--- config.mk ---
export PLATFORM = sky130hd
export DESIGN_NAME = pipe_stage_buf
export DESIGN_NICKNAME = d
export VERILOG_FILES = /design/src/rtl/pipe_stage_buf.sv
export SDC_FILE = /design/constraint.sdc
export NUM_CORES = 1
export LEC_CHECK = 0
export ABC_AREA = 0
export CORE_ASPECT_RATIO = 1.25
export CORE_MARGIN = 5
export CORE_UTILIZATION = 49
export CTS_CLUSTER_SIZE = 28
export DETAILED_ROUTE_END_ITERATION = 16
export GPL_ROUTABILITY_DRIVEN = 0
export HOLD_SLACK_MARGIN = 0.08
export PLACE_DENSITY = 0.8
export RECOVER_POWER = 100
export REMOVE_ABC_BUFFERS = 1
export SYNTH_ARGS = -nofsm -noshare
export SYNTH_HDL_FRONTEND = slang
export SYNTH_SLANG_ARGS = --single-unit
--- constraint.sdc ---
create_clock -name CLK -period 3.1 [get_ports CLK]
set_clock_uncertainty 0.2 [all_clocks]
set_input_delay 0.93 -clock CLK [delete_from_list [all_inputs] [get_ports CLK]]
set_output_delay 0.93 -clock CLK [all_outputs]
set_load 0.1 [all_outputs]
--- src/rtl/pipe_stage_buf.sv ---
// Parametrised inter-stage pipeline register with valid/ready handshake,
// optional 2-entry skid buffer, flush-to-bubble and saturating perf counters.
module pipe_stage_buf #(
  parameter int DATA_W = 96,
  parameter int CTRL_W = 19,
  parameter int SKID   = 1,
  parameter int CNT_W  = 16
) (
  input  logic              CLK,
  input  logic              RST,
  input  logic              in_valid,
  output logic              in_ready,
  input  logic [DATA_W-1:0] in_data,
  input  logic [CTRL_W-1:0] in_ctrl,
  output logic              out_valid,
  input  logic              out_ready,
  output logic [DATA_W-1:0] out_data,
  output logic [CTRL_W-1:0] out_ctrl,
  input  logic              flush,
  output logic [1:0]        occupancy,
  output logic [CNT_W-1:0]  stall_cnt,
  output logic [CNT_W-1:0]  bubble_cnt
);

  typedef enum logic [1:0] {
    EMPTY = 2'd0,
    ONE   = 2'd1,
    TWO   = 2'd2
  } state_t;

  state_t            state_q, state_d;
  logic [DATA_W-1:0] head_data_q, head_data_d;
  logic [CTRL_W-1:0] head_ctrl_q, head_ctrl_d;
  logic [DATA_W-1:0] skid_data_q, skid_data_d;
  logic [CTRL_W-1:0] skid_ctrl_q, skid_ctrl_d;
  logic [CNT_W-1:0]  stall_q, bubble_q;

  logic head_v;
  logic acc;
  logic rel;

  assign head_v = (state_q != EMPTY);
  assign acc    = in_valid & in_ready;
  assign rel    = head_v & out_ready;

  generate
    if (SKID != 0) begin : g_skid
      logic rdy_q;
      // Registered ready: TWO is the only state that refuses input.
      always_ff @(posedge CLK) begin
        if (RST) rdy_q <= 1'b1;
        else     rdy_q <= (state_d != TWO);
      end
      assign in_ready = ~RST & rdy_q;
    end else begin : g_noskid
      assign in_ready = ~RST & (~head_v | out_ready);
    end
  endgenerate

  always_comb begin
    state_d     = state_q;
    head_data_d = head_data_q;
    head_ctrl_d = head_ctrl_q;
    skid_data_d = skid_data_q;
    skid_ctrl_d = skid_ctrl_q;
    unique case (state_q)
      EMPTY: begin
        if (acc) begin
          state_d     = ONE;
          head_data_d = in_data;
          head_ctrl_d = in_ctrl;
        end
      end
      ONE: begin
        if (acc && rel) begin
          head_data_d = in_data;
          head_ctrl_d = in_ctrl;
        end else if (acc) begin
          state_d     = TWO;
          skid_data_d = in_data;
          skid_ctrl_d = in_ctrl;
        end else if (rel) begin
          state_d = EMPTY;
        end
      end
      TWO: begin
        if (rel) begin
          state_d     = ONE;
          head_data_d = skid_data_q;
          head_ctrl_d = skid_ctrl_q;
        end
      end
      default: state_d = EMPTY;
    endcase
    // Squash everything; any same-cycle accept is dropped.
    if (flush) begin
      state_d     = EMPTY;
      head_ctrl_d = '0;
    end
  end

  always_ff @(posedge CLK) begin
    if (RST) begin
      state_q     <= EMPTY;
      head_data_q <= '0;
      head_ctrl_q <= '0;
      skid_data_q <= '0;
      skid_ctrl_q <= '0;
    end else begin
      state_q     <= state_d;
      head_data_q <= head_data_d;
      head_ctrl_q <= head_ctrl_d;
      skid_data_q <= skid_data_d;
      skid_ctrl_q <= skid_ctrl_d;
    end
  end

  always_ff @(posedge CLK) begin
    if (RST) begin
      stall_q  <= '0;
      bubble_q <= '0;
    end else begin
      if (in_valid && !in_ready && stall_q != '1)
        stall_q <= stall_q + CNT_W'(1);
      if (out_ready && !head_v && bubble_q != '1)
        bubble_q <= bubble_q + CNT_W'(1);
    end
  end

  assign out_valid  = head_v;
  assign out_data   = head_data_q;
  assign out_ctrl   = head_v ? head_ctrl_q : '0;
  assign occupancy  = state_q;
  assign stall_cnt  = stall_q;
  assign bubble_cnt = bubble_q;

endmodule
==> run_results.csv <==
group,metric,value,unit
synth,synth.largest_area_cell,"dfxtp_1",
power,p_per_area,585,mW/mm²
clock_tree,cts_buffers,26,
cells_and_area,drive_gt1_frac,0.152,
synth,yosysMostFrequentCell,"dfxtp_1",
routing,wl_met1,11400,µm
worst_setup_path,cp-end-kind,"primary output",
routing,firstDrtPassIters,4,
clock_tree,path_clk_slew,0.06,ns
die,rows,60,
synth,synthFlopType,"dfxtp_1",
worst_setup_path,timing.critical_path.buf_inv,2,
worst_setup_path,critPathKind,"reg -> out",
routing,top_layer_used,"met5",
die,dieArea,0.0252,mm²
synth,synth_top_family_by_area,"simple AND/OR/NAND/NOR gates",
synth,yosysTopAreaCellShare,0.490,
worst_setup_path,r2r_end,"bubble_cnt[1]",
worst_setup_path,startpoint_type,"flop",
routing,via_count,9682,
clock_tree,cts_tree,"done",
worst_setup_path,crit_arrival,1.83,ns
sta,hold_ws,0.252,ns
sta,hold_viol,0,
sta,rsz0062_at_grt,"no",
clock_tree,h-tree-depth,1,
routing,met3RoutedLength,2430,µm
cells_and_area,final_net_count,1603,
routing,first_iter_violations,527,
cells_and_area,diodes,0,
die,coreArea,0.0216,mm²
synth,synthMuxAreaShare,0.114,
clock_tree,worstSkewPairLatency,0.52,ns
synth,synth_area_per_cell,8.66,µm²
cells_and_area,final_core_util,0.648,
grt,grt_overflow,0,
die,initial_core_util,0.501,
cells_and_area,syn_to_final_growth,29.3,%
worst_setup_path,cpPeakStageDelay,0.52,ns
synth,synth_compound_area_frac,0.163,
clock_tree,clockBufferDepth,3,
grt,first_global_vias,9222,
routing,vias_per_cell,5.45,
place,portBuffers,270,
power,power.leakage,5.93,nW
die,ioPinCount,271,
synth,synth_seq_area_share,0.490,
flow_run,cap_violations,0,
sta,timing.final.crit_share,0.954,
worst_setup_path,critPathSlowestCell,"dfxtp_1",
clock_tree,post_cts_resized,0,
clock_tree,cts_setup_buffers,0,
routing,wirelength,29000,µm
sta,fmax,338,MHz
grt,antenna_found_initial,1,
power,power,0.00819,W
sta,slew_violations,0,
worst_setup_path,cpLargestDelayFamily,"buffers and inverters",
synth,synth_seq_cells,265,
worst_setup_path,crit_cells,4,
worst_setup_path,critPathRequiredTime,1.97,ns
synth,synth-adder-area-share,0.00231,
die,die_y,176,µm
synth,yosysWarnings,0,
status,status,"complete, no violations",
sta,worst_pin_slew,1.13,ns
sta,setup_viol,0,
place,detailed_place_hpwl,19400,µm
sta,slew-limit-headroom,0.234,
worst_setup_path,worstSetupEndpoint,"out_ctrl[9]",
power,ir_worst_vdd,0.486,mV
clock_tree,cts_sinks,265,
min_path,hp-class,"reg -> reg",
worst_setup_path,crit_start,"occupancy[0]",
clock_tree,root_buffer,"clkbuf_16",
min_path,holdPathStages,2,
synth,synthDistinctLibCells,44,
synth,syn_inst,1250,
routing,wl_met2,14500,µm
cells_and_area,final.fill_count,1914,
synth,async_flop_share,0,
worst_setup_path,r2r_start,"bubble_cnt[0]",
synth,synthTopCellsByArea,"dfxtp_1 (49%), mux2i_1 (11%), nand2_1 (8.4%)",
worst_setup_path,crit_fanout,12,
grt,grt_max_degree,167,
synth,syn_area,0.0108,mm²
routing,postRouteAntennaNets,0,
worst_setup_path,r2r_setup_slack,0.25,ns
die,die_x,143,µm
clock_tree,cts_hold_buf,0,
sta,min_period,2.96,ns
routing,drcViolationCount,0,
grt,grt_pass1_wl,46100,µm
worst_setup_path,crit_chain,"nor2_2, buf_4, nor2b_1, clkbuf_4",
synth,synth_xor_area_frac,0.000809,
synth,synthSimpleGateAreaFrac,0.187,
synth,synth-edff-count,0,
grt,track_usage,0.220,
synth,synth_common_cells,"dfxtp_1 (265), nand2_1 (242), a21oi_1 (136)",
routing,routedWlPerCell,16.3,µm
worst_setup_path,rr_worst_depth,6,
-- logic make-up after synthesis --
logic type,count (synthesis)
AO/OA/AOI/OAI,283
XOR/XNOR,1
adder cells (fa/ha/maj),2
buffers and inverters,109
flip-flops,265
multiplexers,123
AND/OR/NAND/NOR,467
-- registers in the layout, indices dropped and copies added (netlist names) --
register,count
g_skid.rdy_q,1
bubble_cnt,16
skid_data_q,96
occupancy,2
out_data,96
stall_cnt,16
head_ctrl_q,19
skid_ctrl_q,19
-- worst reg2reg max path, stage by stage, from the launching register on --
cell and delay [ns]:
dfxtp_1 0.42, ha_1 0.25, nand4_1 0.19, o41ai_1 1.05
clkbuf_1 0.34, mux2i_1 0.22, nor2_1 0.05
-- worst min-delay path by stage --
stage / to / startpoint
3_5_place_dp: skid_data_q[88] / skid_data_q[88]
5_1_grt: skid_data_q[11] / skid_data_q[11]
6_report: skid_data_q[55] / skid_data_q[55]
2_1_floorplan: skid_ctrl_q[0] / skid_ctrl_q[0]
3_3_place_gp: skid_data_q[75] / skid_data_q[75]
4_1_cts: skid_data_q[88] / skid_data_q[88]
-- area by class of cell --
class,instances,area (µm²),share of cell area
Clock inverter,8,115,0.00822
Inverter,8,30.0,0.00214
Clock buffer,38,787,0.0562
Tap cell,279,349,0.0249
Timing Repair Buffer,304,2350,0.168
Sequential cell,265,5310,0.379
Multi-Input combinational cell,876,5070,0.362
-- report_power, final --
part / total [W] / internal, W / switching (W)
Combinational: 0.00133 / 0.000333 / 0.000994
Sequential: 0.00358 / 0.00352 / 0.0000677
Clock: 0.00328 / 0.00200 / 0.00128
Total: 0.00819 / 0.00585 / 0.00235
-- per-stage QoR --
step / setup slack, ns / setup TNS (ns) / cells / cell area [µm²]
4_1_cts: 0.154 / 0 / 1778 / 14700
5_1_grt: 0.0437 / 0 / 1778 / 14000
6_report: 0.142 / 0 / 1778 / 14000
3_5_place_dp: -0.0850 / -0.165 / 1732 / 13800
2_1_floorplan: -11.55 / -1864.32 / 1149 / 10400
3_3_place_gp: -0.0780 / -0.118 / 1732 / 13800
-- routing by layer --
metal,vias to the layer above,track usage
met5,-,0
met4,2,0.0670
met3,51,0.0585
met2,296,0.389
met1,4497,0.258
li1,4836,-
-- layout by cell type, fill, tap and decap left out, types with 2 or more instances in the layout --
| master | count |
|---|---|
| dfxtp_1 | 265 |
| nand2_1 | 242 |
| a21oi_1 | 136 |
| clkbuf_2 | 133 |
| nor2_1 | 126 |
| a211oi_1 | 119 |
| mux2i_1 | 117 |
| clkdlybuf4s50_1 | 117 |
| clkbuf_16 | 27 |
| nor2b_1 | 25 |
| clkbuf_4 | 24 |
| o31ai_1 | 13 |
| or4_1 | 13 |
| nand4_1 | 12 |
| clkbuf_1 | 11 |
| buf_4 | 11 |
| nand3_1 | 10 |
| buf_12 | 10 |
| or3_1 | 9 |
| inv_1 | 7 |
| o21ai_0 | 7 |
| clkbuf_8 | 7 |
| nor4_1 | 6 |
| mux2_1 | 5 |
| clkinv_2 | 5 |
| nand2b_1 | 4 |
| and3_1 | 4 |
| bufinv_16 | 3 |
| nand3b_1 | 2 |
| and4_1 | 2 |
| nor3_1 | 2 |
| nor3b_1 | 2 |
| o21ai_1 | 2 |
| ha_1 | 2 |
No activity file was read; power rests on OpenSTA's default activity.
